**config.mk**
```make
export PLATFORM = sky130hd
export DESIGN_NAME = kernel_bank
export DESIGN_NICKNAME = d
export VERILOG_FILES = /design/src/rtl/kernel_bank.sv
export SDC_FILE = /design/constraint.sdc
export NUM_CORES = 1
export LEC_CHECK = 0
export CAP_MARGIN = 20
export CORE_AREA = 2 2 220 222
export DETAILED_ROUTE_END_ITERATION = 8
export DIE_AREA = 0 0 222 224
export GPL_TIMING_DRIVEN = 0
export MAX_ROUTING_LAYER = met4
export PLACE_DENSITY = 0.72
export SYNTH_ARGS = -nofsm -noshare
export SYNTH_HDL_FRONTEND = slang
export SYNTH_SLANG_ARGS = --single-unit
```
**constraint.sdc**
```tcl
create_clock -name clk -period 4.99 [get_ports clk]
set_input_delay 1.497 -clock clk [delete_from_list [all_inputs] [get_ports clk]]
set_output_delay 1.497 -clock clk [all_outputs]
set_load 0.02 [all_outputs]
```
**src/rtl/kernel_bank.sv**
```systemverilog
// Double-buffered bank of KSIZE x KSIZE signed convolution kernels with per-kernel shift.
// A selection is staged tap-by-tap into a shadow and swapped in atomically on frame_start.
module kernel_bank #(
  parameter int KSIZE     = 3,
  parameter int COEF_W    = 6,
  parameter int N_KERNELS = 8,
  parameter int SEL_W     = 3,
  parameter int TAP_W     = 4
) (
  input  logic                            clk,
  input  logic                            resetn,
  input  logic [SEL_W-1:0]                sel,
  input  logic                            sel_strobe,
  input  logic                            frame_start,
  input  logic                            wr_en,
  input  logic [SEL_W-1:0]                wr_kernel,
  input  logic [TAP_W-1:0]                wr_tap,
  input  logic [COEF_W-1:0]               wr_data,
  output logic                            wr_ready,
  output logic [KSIZE*KSIZE*COEF_W-1:0]   kernel,
  output logic [3:0]                      norm_shift,
  output logic [SEL_W-1:0]                active_sel,
  output logic                            kernel_update,
  output logic                            busy
);
  localparam int TAPS = KSIZE * KSIZE;

  typedef enum logic [1:0] {IDLE = 2'd0, LOAD = 2'd1, ARMED = 2'd2} state_t;

  localparam int DFLT [8][9] = '{
    '{ 0,  0,  0,  0,  1,  0,  0,  0,  0},
    '{ 1,  1,  1,  1,  1,  1,  1,  1,  1},
    '{ 1,  2,  1,  2,  4,  2,  1,  2,  1},
    '{ 0, -1,  0, -1,  5, -1,  0, -1,  0},
    '{-1,  0,  1, -2,  0,  2, -1,  0,  1},
    '{-1, -2, -1,  0,  0,  0,  1,  2,  1},
    '{ 0,  1,  0,  1, -4,  1,  0,  1,  0},
    '{-2, -1,  0, -1,  1,  1,  0,  1,  2}
  };

  function automatic logic [COEF_W-1:0] dflt_coef(input int k, input int t);
    int v;
    v = (t == TAPS / 2) ? 1 : 0;
    if (KSIZE == 3 && k < 8) begin
      v = DFLT[k][t];
    end
    return COEF_W'(v);
  endfunction

  function automatic logic [3:0] dflt_shift(input int k);
    logic [3:0] s;
    s = 4'd0;
    if (KSIZE == 3 && k == 1) s = 4'd3;
    if (KSIZE == 3 && k == 2) s = 4'd4;
    return s;
  endfunction

  logic [COEF_W-1:0]      coef_q   [N_KERNELS][TAPS];
  logic [COEF_W-1:0]      coef_d   [N_KERNELS][TAPS];
  logic [3:0]             shift_q  [N_KERNELS];
  logic [3:0]             shift_d  [N_KERNELS];
  logic [COEF_W-1:0]      shadow_q [TAPS];
  logic [COEF_W-1:0]      shadow_d [TAPS];
  logic [3:0]             shadow_shift_q, shadow_shift_d;
  state_t                 state_q, state_d;
  logic [SEL_W-1:0]       pend_sel_q, pend_sel_d;
  logic [TAP_W-1:0]       cnt_q, cnt_d;
  logic [TAPS*COEF_W-1:0] kernel_q, kernel_d;
  logic [3:0]             norm_shift_q, norm_shift_d;
  logic [SEL_W-1:0]       active_sel_q, active_sel_d;
  logic                   kernel_update_q, kernel_update_d;
  logic                   busy_q, busy_d;
  logic                   wr_ready_q, wr_ready_d;

  logic                   sel_ok, wr_ok;
  logic [COEF_W-1:0]      src_coef [TAPS];
  logic [3:0]             src_shift;

  // Next-state logic: write port, staging FSM and frame-boundary swap.
  always_comb begin
    coef_d          = coef_q;
    shift_d         = shift_q;
    shadow_d        = shadow_q;
    shadow_shift_d  = shadow_shift_q;
    state_d         = state_q;
    pend_sel_d      = pend_sel_q;
    cnt_d           = cnt_q;
    kernel_d        = kernel_q;
    norm_shift_d    = norm_shift_q;
    active_sel_d    = active_sel_q;
    kernel_update_d = 1'b0;
    src_shift       = 4'd0;
    for (int t = 0; t < TAPS; t++) src_coef[t] = '0;

    sel_ok = ({1'b0, sel} < (SEL_W + 1)'(N_KERNELS));
    wr_ok  = wr_en && wr_ready_q && ({1'b0, wr_kernel} < (SEL_W + 1)'(N_KERNELS))
             && (wr_tap <= TAP_W'(TAPS));

    for (int k = 0; k < N_KERNELS; k++) begin
      if (wr_ok && wr_kernel == SEL_W'(k)) begin
        for (int t = 0; t < TAPS; t++) begin
          if (wr_tap == TAP_W'(t)) coef_d[k][t] = wr_data;
        end
        if (wr_tap == TAP_W'(TAPS)) shift_d[k] = wr_data[3:0];
      end
      if (pend_sel_q == SEL_W'(k)) begin
        src_coef  = coef_q[k];
        src_shift = shift_q[k];
      end
    end

    case (state_q)
      IDLE: begin
        if (sel_strobe && sel_ok) begin
          state_d    = LOAD;
          pend_sel_d = sel;
          cnt_d      = '0;
        end
      end
      LOAD: begin
        if (sel_strobe && sel_ok) begin
          pend_sel_d = sel;
          cnt_d      = '0;
        end else begin
          for (int t = 0; t < TAPS; t++) begin
            if (cnt_q == TAP_W'(t)) shadow_d[t] = src_coef[t];
          end
          if (cnt_q == TAP_W'(TAPS - 1)) begin
            shadow_shift_d = src_shift;
            state_d        = ARMED;
          end else begin
            cnt_d = cnt_q + TAP_W'(1);
          end
        end
      end
      ARMED: begin
        // A new request beats a coincident frame boundary.
        if (sel_strobe && sel_ok) begin
          state_d    = LOAD;
          pend_sel_d = sel;
          cnt_d      = '0;
        end else if (frame_start) begin
          state_d = IDLE;
          for (int t = 0; t < TAPS; t++) begin
            kernel_d[(TAPS-1-t)*COEF_W +: COEF_W] = shadow_q[t];
          end
          norm_shift_d    = shadow_shift_q;
          active_sel_d    = pend_sel_q;
          kernel_update_d = 1'b1;
        end
      end
      default: state_d = IDLE;
    endcase

    busy_d     = (state_d != IDLE);
    wr_ready_d = (state_d != LOAD);
  end

  // State and output registers with synchronous reset to the default bank.
  always_ff @(posedge clk) begin
    if (!resetn) begin
      for (int k = 0; k < N_KERNELS; k++) begin
        for (int t = 0; t < TAPS; t++) coef_q[k][t] <= dflt_coef(k, t);
        shift_q[k] <= dflt_shift(k);
      end
      for (int t = 0; t < TAPS; t++) begin
        shadow_q[t] <= '0;
        kernel_q[(TAPS-1-t)*COEF_W +: COEF_W] <= dflt_coef(0, t);
      end
      shadow_shift_q  <= 4'd0;
      state_q         <= IDLE;
      pend_sel_q      <= '0;
      cnt_q           <= '0;
      norm_shift_q    <= 4'd0;
      active_sel_q    <= '0;
      kernel_update_q <= 1'b0;
      busy_q          <= 1'b0;
      wr_ready_q      <= 1'b1;
    end else begin
      coef_q          <= coef_d;
      shift_q         <= shift_d;
      shadow_q        <= shadow_d;
      shadow_shift_q  <= shadow_shift_d;
      state_q         <= state_d;
      pend_sel_q      <= pend_sel_d;
      cnt_q           <= cnt_d;
      kernel_q        <= kernel_d;
      norm_shift_q    <= norm_shift_d;
      active_sel_q    <= active_sel_d;
      kernel_update_q <= kernel_update_d;
      busy_q          <= busy_d;
      wr_ready_q      <= wr_ready_d;
    end
  end

  assign kernel        = kernel_q;
  assign norm_shift    = norm_shift_q;
  assign active_sel    = active_sel_q;
  assign kernel_update = kernel_update_q;
  assign busy          = busy_q;
  assign wr_ready      = wr_ready_q;

endmodule

```
==> run summary, run 1 <==
RSZ-0062 raised after global routing: no
# resized after CTS: 0
Setup Buffers After CTS: 0
Yosys warns: 0
Mux share of post-synthesis cell area: 0.1472
Worst Max-Slew Pin Slew: 1383 ps
Area occupied by multi-input gates: 12640 sq um
Clk Latency, worst-skew pair: 650 ps
Dominant register cell in the synthesized netlist: dfxtp_1
Largest family of logic cells by synthesized area: compound AO/OA/AOI/OAI gates
Final nets: 3051
Filler cells: 4102
Input/output buffers: 78
CP dominant cell by count: clkbuf_1
Detail Route Antenna Nets: 0
CP required: 5550 ps
DRC: 0
Routed len/inst: 31.41 um
RD Place Congestion: 1.068
Async S/R FF share, synth: 0
Post-synth cell types: 68
Slowest-stage cell, CP: clkbuf_1
Most frequent cell after synthesis: dfxtp_1
Net Count, Synth: 2885
Crit path max fanout: 10
Fin. max-slew vios: 0
Post-synthesis compound-gate area fraction: 0.1868
Final std cells w/o fill: 3701
Number of enable flip-flop cells after synthesis: 0
Synth Area in Simple Gates: 0.1515
Crit-path cells: clkdlybuf4s50_1, nor2b_1, buf_2, nand4_1, clkbuf_1, clkbuf_1, o211ai_1, o21ai_0
Endpoint class of the critical path: register
Post-synth top cells: 595 x dfxtp_1, 463 x nand2_1, 367 x mux2i_1, 226 x o21ai_0, 206 x clkbuf_1
Site Rows: 80
CP max stage delay: 820 ps
Worst Clk Skew: 16.68 ps
Lkg Pwr: 10.73 nW
H-tree levels: 2
DPL Wire Length: 87090 um
# Max-Cap Violations: 0
Vias in the first global route: 22940
Final Hold Vio Count: 0
Initial Utilization: 0.5465
Max clock buf depth: 3
Total Wirelength: 116300 um
Worst EP arrival: 4450 ps
Global-route wire length before repair: 162200 um
Io pins: 85
Register area: 11910 sq um
Synth Area in XOR/XNOR: 0.0006770
Die span in x: 222 um
Core Util, Final: 0.6315
Sequential fraction of the synthesis area: 0.4604
All-layer global routing usage: 0.4699
Hold-fix buffers, CTS: 0
Max-slew headroom: 0.07585
Vias per cell: 6.660
Setup slack after layout: 1099 ps
Yosys top cell area share: 0.4604
CTS tree: done
Min-Delay Path Class: reg2reg
Final TNS setup: 0 ps
Vias: 24650
Total core area: 47350 sq um
Synthesized flop and latch total: 595
Setup crit start kind: input port
Share of cells above drive strength 1: 0.08198
Hold WS: 453.6 ps
Layout area overhead: 15.56%
F_max: 257.0 MHz
Antenna violations before repair: 8
Post-Syn Area per Cell: 9.046 sq um
P per Cell Area: 353.7 nW/um^2
Largest cells by area after synthesis: dfxtp_1 46%, mux2i_1 14%, nand2_1 6.7%, o211ai_1 5.6%, o21ai_0 4.4%
Adder-cell share of the synthesized area: 0.001934
Drt first pass iters: 8
CTS Sinks: 595
Top cell type by total area after synthesis: dfxtp_1
Num CTS Buffers: 61
Congestion Overflow GR: 0
Reg clk slew, reported paths: 60 ps
Root buf cell: clkbuf_16
Final period util: 0.7798
Pre-CTS setup slack: 651.6 ps
# placed instances: 3569
Post-synthesis cell area: 25870 sq um
Initial drt markers: 3546
Mapped Cells: 2860
Die area: 49730 sq um
Peak VDD IR: 279.7 uV
Final setup fails: 0
Crit path kind: in2reg
Die H: 224 um
Pin count of the biggest net entering global routing: 16
Status: finished, final reports clean
Tmin final: 3891 ps
[worst max-delay path, delay by kind of cell]
family                 cells  cell delay (ps)
buffers and inverters      4             2270
AND/OR/NAND/NOR            2              350
AO/OA/AOI/OAI              2              320
[final timing paths]
path	from	end	slack (ps)	cells after the start
worst max-delay path	wr_kernel[1]	coef_q[99]	1100	8
worst max register to register	pend_sel_q[1]	shadow_q[37]	1280	7
worst min-delay path	kernel[36]	kernel[36]	450	2
worst min register to register	kernel[36]	kernel[36]	450	2
[metal layers]
layer  vias to the layer above  part of all wire  routed length [um]  GRT usage
met1                     11830              0.37               43530     0.5664
li1                      10550                 -                   -          -
met2                      1834              0.41               47480     0.6612
met4                         0             0.068                7851     0.2714
met3                       432              0.15               17400     0.1902
met5                         -                 0                   0          -
[flip-flops by register name (all words and copies together) (netlist names)]
signal          flops
pend_sel_q          3
coef_q            432
shadow_shift_q      4
busy                1
shift_q            32
shadow_q           54
wr_ready            1
kernel_update       1
cnt_q               4
norm_shift          4
state_q             2
kernel             54
active_sel          3
[final cells by class]
cell class	count	area share
antenna	12	0.001004
multi-input combinational	1935	0.4229
buffer	266	0.03649
tap	615	0.02574
clock buffer	89	0.06068
timing repair buffer	103	0.03427
sequential	595	0.3984
inverter	64	0.008035
clock inverter	22	0.01247
[cell usage in the layout, fill, tap and decap left out, types with 12 or more instances in the layout]
| cell type | count |
|---|---|
| dfxtp_1 | 595 |
| nand2_1 | 463 |
| mux2i_1 | 367 |
| o21ai_0 | 226 |
| clkbuf_1 | 218 |
| o211ai_1 | 194 |
| nor2_1 | 177 |
| a21oi_1 | 93 |
| clkdlybuf4s50_1 | 78 |
| inv_1 | 64 |
| clkbuf_16 | 63 |
| o32ai_1 | 61 |
| buf_2 | 50 |
| a2111oi_0 | 28 |
| nor2b_1 | 24 |
| nand2b_1 | 21 |
| nand3_1 | 20 |
| o2bb2ai_1 | 20 |
| nor3_4 | 16 |
| o311ai_0 | 15 |
| o31ai_1 | 14 |
| clkbuf_8 | 14 |
| a211oi_1 | 13 |
| a22o_1 | 13 |
| diode_2 | 12 |
| nand3_2 | 12 |
| a2111oi_1 | 12 |
[metrics by stage]
step,instance area (sq um),power [mW]
6_report,29900,10.57
2_1_floorplan,25870,5.235
4_1_cts,29780,10.48
3_3_place_gp,27420,5.569
3_5_place_dp,27600,5.588
5_1_grt,29890,10.72
[cells by family after synthesis]
| group | Yosys count |
|---|---|
| compound gates | 723 |
| xor+xnor | 2 |
| fa+ha+maj | 4 |
| buf+inv | 330 |
| flops | 595 |
| mux | 375 |
| simple gates | 831 |
[power by group]
group / switching [mW] / internal [mW] / leakage (nW) / total (mW)
Sequential: 0.00881 / 4.76 / 4.80 / 4.77
Combinational: 0.616 / 0.163 / 4.86 / 0.779
Clock: 2.01 / 3.02 / 1.07 / 5.03
Total: 2.63 / 7.94 / 10.7 / 10.6
No activity file was read; power rests on OpenSTA's default activity.
==> run 2: changes to the inputs <==
- clock period: 4.99 -> 4 ns (I/O delays scaled with it)
==> results of run 2 <==
Same layout as run 1 (identical final DEF). Status: finished, final reports clean.
Among the figures that moved: setup slack after placement 651.6 ps -> -41.39 ps; setup slack after layout 1099 ps -> 288.8 ps; start point of the critical path wr_kernel[1] -> pend_sel_q[1]; end point of the critical path coef_q[99] -> shadow_q[37]; register-to-register setup slack 1280 ps -> 290 ps; total power 10.57 mW -> 13.19 mW; worst IR drop on VDD 279.7 uV -> 348.9 uV
